[config.mk]
export PLATFORM = sky130hd
export DESIGN_NAME = cpu_control_sequencer
export DESIGN_NICKNAME = d
export VERILOG_FILES = /design/src/rtl/cpu_control_sequencer.sv
export SDC_FILE = /design/constraint.sdc
export NUM_CORES = 1
export LEC_CHECK = 0
export BUFFER_PORTS_ARGS = -buffer_cell sky130_fd_sc_hd__buf_4
export CORE_MARGIN = 4
export CORE_UTILIZATION = 35
export CTS_CLUSTER_DIAMETER = 30
export DETAILED_ROUTE_END_ITERATION = 12
export GPL_TIMING_DRIVEN = 0
export PLACE_DENSITY = 0.85
export SYNTH_ARGS = -nofsm -noshare
export SYNTH_HDL_FRONTEND = slang
export SYNTH_SLANG_ARGS = --single-unit
[constraint.sdc]
create_clock -name Clock -period 1.85 [get_ports Clock]
set_input_delay 0.37 -clock Clock [delete_from_list [all_inputs] [get_ports Clock]]
set_output_delay 0.37 -clock Clock [all_outputs]
set_load 0.01 [all_outputs]
[src/rtl/cpu_control_sequencer.sv]
// Moore control sequencer for the single-bus datapath: fetch (T0-T2, with T1W memory wait)
// followed by execute (T3-T6) for R-type, unary and multiply/divide instructions.
module cpu_control_sequencer #(
  parameter int OPW = 5,
  parameter int IRW = 32
) (
  input  logic           Clock,
  input  logic           Clear,
  input  logic [IRW-1:0] IR,
  input  logic           Start,
  input  logic           Mem_Ready,
  output logic           PC_Out,
  output logic           ZHI_Out,
  output logic           ZLO_Out,
  output logic           MDR_Out,
  output logic           MAR_In,
  output logic           PC_In,
  output logic           MDR_In,
  output logic           IR_In,
  output logic           Y_In,
  output logic           Z_In,
  output logic           HI_In,
  output logic           LO_In,
  output logic           IncPC,
  output logic           Read,
  output logic           Gra,
  output logic           Grb,
  output logic           Grc,
  output logic           R_In,
  output logic           R_Out,
  output logic [4:0]     CONTROL,
  output logic           Running,
  output logic           Halted,
  output logic           Illegal
);

  typedef enum logic [3:0] {IDLE, T0, T1, T1W, T2, T3, T4, T5, T6, HALT} state_t;

  state_t         state, next_state;
  logic           illegal_q;
  logic [OPW-1:0] op;
  logic           is_rtype, is_muldiv, is_unary, is_nop, is_halt, is_illegal;

  // Register fields are decoded by the datapath's select logic, not here.
  logic unused_ir_fields;
  assign unused_ir_fields = ^IR[IRW-OPW-1:0];

  assign op         = IR[IRW-1 -: OPW];
  assign is_rtype   = (op <= OPW'(10));
  assign is_muldiv  = (op == OPW'(14)) || (op == OPW'(15));
  assign is_unary   = (op == OPW'(16)) || (op == OPW'(17));
  assign is_nop     = (op == OPW'(26));
  assign is_halt    = (op == OPW'(27));
  assign is_illegal = !(is_rtype || is_muldiv || is_unary || is_nop || is_halt);

  always_ff @(posedge Clock or negedge Clear) begin
    if (!Clear) begin
      state     <= IDLE;
      illegal_q <= 1'b0;
    end else begin
      state <= next_state;
      if (state == T3 && is_illegal) illegal_q <= 1'b1;
    end
  end

  always_comb begin
    next_state = state;
    PC_Out  = 1'b0; ZHI_Out = 1'b0; ZLO_Out = 1'b0; MDR_Out = 1'b0;
    MAR_In  = 1'b0; PC_In   = 1'b0; MDR_In  = 1'b0; IR_In   = 1'b0;
    Y_In    = 1'b0; Z_In    = 1'b0; HI_In   = 1'b0; LO_In   = 1'b0;
    IncPC   = 1'b0; Read    = 1'b0;
    Gra     = 1'b0; Grb     = 1'b0; Grc     = 1'b0;
    R_In    = 1'b0; R_Out   = 1'b0;
    CONTROL = 5'd0;
    Running = (state != IDLE) && (state != HALT);
    Halted  = (state == HALT);
    Illegal = illegal_q;

    unique case (state)
      IDLE: if (Start) next_state = T0;
      T0: begin
        PC_Out = 1'b1; MAR_In = 1'b1; IncPC = 1'b1; Z_In = 1'b1;
        next_state = T1;
      end
      T1: begin
        ZLO_Out = 1'b1; PC_In = 1'b1; Read = 1'b1; MDR_In = 1'b1;
        next_state = Mem_Ready ? T2 : T1W;
      end
      // PC was already updated in T1, so the wait state only keeps the read alive.
      T1W: begin
        Read = 1'b1; MDR_In = 1'b1;
        if (Mem_Ready) next_state = T2;
      end
      T2: begin
        MDR_Out = 1'b1; IR_In = 1'b1;
        next_state = T3;
      end
      T3: begin
        if (is_rtype || is_muldiv) begin
          Grb = 1'b1; R_Out = 1'b1; Y_In = 1'b1;
          next_state = T4;
        end else if (is_unary) begin
          Grb = 1'b1; R_Out = 1'b1; Z_In = 1'b1; CONTROL = 5'(op);
          next_state = T4;
        end else if (is_halt) begin
          next_state = HALT;
        end else begin
          Illegal = illegal_q | is_illegal;
          next_state = T0;
        end
      end
      T4: begin
        if (is_unary) begin
          ZLO_Out = 1'b1; Gra = 1'b1; R_In = 1'b1;
          next_state = T0;
        end else begin
          Grc = 1'b1; R_Out = 1'b1; Z_In = 1'b1; CONTROL = 5'(op);
          next_state = T5;
        end
      end
      T5: begin
        ZLO_Out = 1'b1;
        if (is_muldiv) begin
          LO_In = 1'b1;
          next_state = T6;
        end else begin
          Gra = 1'b1; R_In = 1'b1;
          next_state = T0;
        end
      end
      T6: begin
        ZHI_Out = 1'b1; HI_In = 1'b1;
        next_state = T0;
      end
      HALT: next_state = HALT;
      default: next_state = IDLE;
    endcase
  end

endmodule

==> results.json <==
{
  "run_status": "complete, but fails checks",
  "violations": "negative setup slack",
  "syn_area_um2": 663,
  "hold_end": "state[3]$_DFFE_PN0P_",
  "drt_wl_total_um": 2550,
  "io_buffers": 32,
  "cts_tree": "yes",
  "gp_congestion": 0.786,
  "rsz0062_at_grt": "yes",
  "hold_depth": 2,
  "wl_per_cell_um": 15.6,
  "die_area_mm2": 0.00265,
  "synth_top_family_by_area": "simple AND/OR/NAND/NOR gates",
  "drv_cap": 0,
  "cts_root_buf": "clkbuf_4",
  "r2r-start": "state[0]$_DFFE_PN0P_",
  "cpPeakStageDelay_ns": 0.44,
  "antenna_cells": 0,
  "route.detailed.drc": 0,
  "power_density_mw_per_mm2": 1410,
  "crit_chain": "and4bb_2 -> nor2b_4 -> a21oi_4 -> nor2b_1 -> buf_4",
  "stdcell_area_mm2": 0.00122,
  "first_pass_iters": 4,
  "p_leak_nw": 0.597,
  "synth_compound_area_frac": 0.230,
  "die_w_um": 51.5,
  "synth.distinct_cells": 36,
  "drt.antenna.violating_nets": 0,
  "min_from": "IR[27]",
  "clk_transition_reported_paths_ns": 0.04,
  "synth_nets": 123,
  "yosys-mux-area-fraction": 0.0151,
  "initial_core_util": 0.376,
  "finalHoldWorstSlack_ns": 0.400,
  "grt_pass1_wl_um": 3340,
  "grt_max_degree": 11,
  "syn_avg_cell_area_um2": 7.62,
  "grt_pass1_vias": 764,
  "peakVddDrop_uv": 747,
  "fmax_mhz": 500,
  "place_hpwl_um": 1480,
  "worst-path-buf-inv": 1,
  "hold_class": "in -> reg",
  "crit_family": "simple AND/OR/NAND/NOR gates",
  "dr.first_iter.drc_count": 29,
  "numClockSinks": 5,
  "num_rows": 15,
  "critPathLaunch": "state[3]$_DFFE_PN0P_",
  "period_needed_ns": 2.00,
  "synth-simple-area-share": 0.425,
  "fin_skew_ns": 0.00224,
  "antenna_found_initial": 0,
  "hold_violations": 0,
  "setup_ws_ns": -0.148,
  "clk_path_buf_depth": 2,
  "clkLatencyLatePin_ns": 0.24,
  "cp-end-kind": "primary output",
  "vias_per_cell": 5.43,
  "synthAdderAreaFrac": 0,
  "synth_xor_area_frac": 0.0132,
  "syn2layout_area_growth_pct": 84.3,
  "gr-usage-all-layers": 0.164,
  "htree_levels": 1,
  "seq_area_frac_synth": 0.189,
  "tightest_slew_ns": 0.300,
  "final_cells": 164,
  "slowest_stage": "dfrtp_1",
  "arrival_ns": 1.63,
  "critPathKind": "reg -> out",
  "cp-start-kind": "flip-flop",
  "drv_slew": 0,
  "drive_gt1_frac": 0.612,
  "setup_viol": 6,
  "num_io_pins": 63,
  "ys_seq_elements": 5,
  "fin_total_pwr_mw": 1.72,
  "yosys_warnings": 0,
  "cp.required_ns": 1.48,
  "fin_nets": 176,
  "r2r_setup_slack_ns": 0.24,
  "die_h_um": 51.5,
  "cts_made_buffers": 3,
  "vias": 890,
  "post_dp_cell_area_um2": 935,
  "dp.cells": 144,
  "syn_inst": 87,
  "grt-ovfl-total": 0,
  "post-route-period-util": 1.08,
  "core_mm2": 0.00176,
  "r2r_end": "state[2]$_DFFE_PN0P_",
  "reg2regPathDepth": 4,
  "path_max_fanout": 5,
  "relSlewSlack": 0.799
}
==> cell type report <==
class,instances,area [um2]
Multi-Input combinational cell,68,557
Inverter,1,3.75
Sequential cell,5,126
Timing Repair Buffer,49,385
Fill cell,142,542
Tap cell,25,31.3
Clock buffer,4,26.3
Buffer,12,92.6
==> where the power goes <==
| group | switching [mW] | total, mW | internal [mW] |
|---|---|---|---|
| Sequential | 0.0531 | 0.209 | 0.156 |
| Clock | 0.0419 | 0.123 | 0.0814 |
| Combinational | 0.619 | 1.39 | 0.770 |
==> layer usage <==
metal / part of all wire / vias up / wire length [um] / global-route usage
li1: - / 412 / - / -
met1: 0.37 / 405 / 951 / 0.185
met2: 0.51 / 62 / 1300 / 0.288
met3: 0.082 / 11 / 210 / 0.0258
met4: 0.034 / 0 / 87 / 0.100
met5: 0 / - / 0 / 0
==> state kept, by name, indices dropped and copies added (netlist names) <==
register   count
illegal_q      1
state          4
==> cells in the final DEF (no fill, tap or decap), types with 2 or more instances in the layout <==
master    netlist  routed
a211o_1         2       2
a21o_1          2       2
a21oi_1         4       2
a31o_1          3       3
and2_1          3       3
buf_2           5       2
buf_4           7      52
buf_6           0       6
clkbuf_4        0       3
dfrtp_1         5       4
nand2_1         5       5
nand2b_4        0       3
nor2_1          7       3
nor2_2          0       2
nor2_4          0       2
nor2b_1         4       4
nor3_1          5       4
nor4b_4         1       2
o21ai_0         5       3
o21ai_1         1       2
or2_4           0       3
==> cell families after synthesis <==
| family | Yosys count |
|---|---|
| xor gates and xnor gates | 1 |
| muxes | 1 |
| DFF | 5 |
| and+or+nand+nor | 44 |
| buffers and inverters | 14 |
| AOI/OAI and AO/OA | 22 |
==> through the flow <==
step	utilization	TNS, ns	setup slack, ns
final	0.693	-0.248	-0.148
after global routing	0.693	-0.856	-0.182
after global placement	0.530	0	0.0275
after floorplan	-	0	0.182
after detailed placement	0.530	-0.0682	-0.0203
after CTS	0.613	-0.0602	-0.0280
==> worst max path at each step <==
stage | slack [ns] | endpoint | depth (start not counted)
after floorplan | 0.18 | Y_In | 4
after global placement | 0.03 | Illegal | 6
after detailed placement | -0.02 | CONTROL[0] | 6
after CTS | -0.03 | Y_In | 4
after global routing | -0.18 | CONTROL[0] | 5
final | -0.15 | CONTROL[0] | 5
==> repair_timing <==
action                                  CTS  global route
hold buffers                              1             0
pin swaps                                 2             6
endpoints found under the hold margin     5             0
buffers inserted                          7             9
gates resized for setup                  17            22
endpoints found under the setup margin   14            17
==> cells in the mapped netlist <==
cell type | number | area, um2
nand2b_1 | 4 | 25.0
clkbuf_1 | 1 | 3.75
o21ai_0 | 5 | 25.0
a21oi_1 | 4 | 20.0
o21ai_1 | 1 | 5.00
nor4b_2 | 1 | 15.0
a31o_1 | 3 | 26.3
xor2_1 | 1 | 8.76
a211oi_1 | 2 | 15.0
nand2_1 | 5 | 18.8
nor2_1 | 7 | 26.3
nand4b_1 | 1 | 8.76
nor4b_1 | 1 | 8.76
nor2b_1 | 4 | 25.0
or2_0 | 1 | 6.26
mux2i_1 | 1 | 10.0
nor4b_4 | 1 | 23.8
a211o_1 | 2 | 17.5
o2111a_1 | 1 | 11.3
dfrtp_1 | 5 | 125
nand3_1 | 2 | 10.0
a41o_1 | 1 | 10.0
or3_1 | 1 | 6.26
buf_2 | 5 | 25.0
nor2b_2 | 1 | 8.76
and3b_1 | 1 | 8.76
and4bb_2 | 1 | 12.5
or4_1 | 1 | 7.51
o211ai_1 | 1 | 7.51
nor3_1 | 5 | 25.0
buf_4 | 7 | 52.6
inv_2 | 1 | 3.75
a21o_1 | 2 | 15.0
nand3b_1 | 1 | 7.51
or2_1 | 3 | 18.8
and2_1 | 3 | 18.8
No activity file was read; power rests on OpenSTA's default activity.
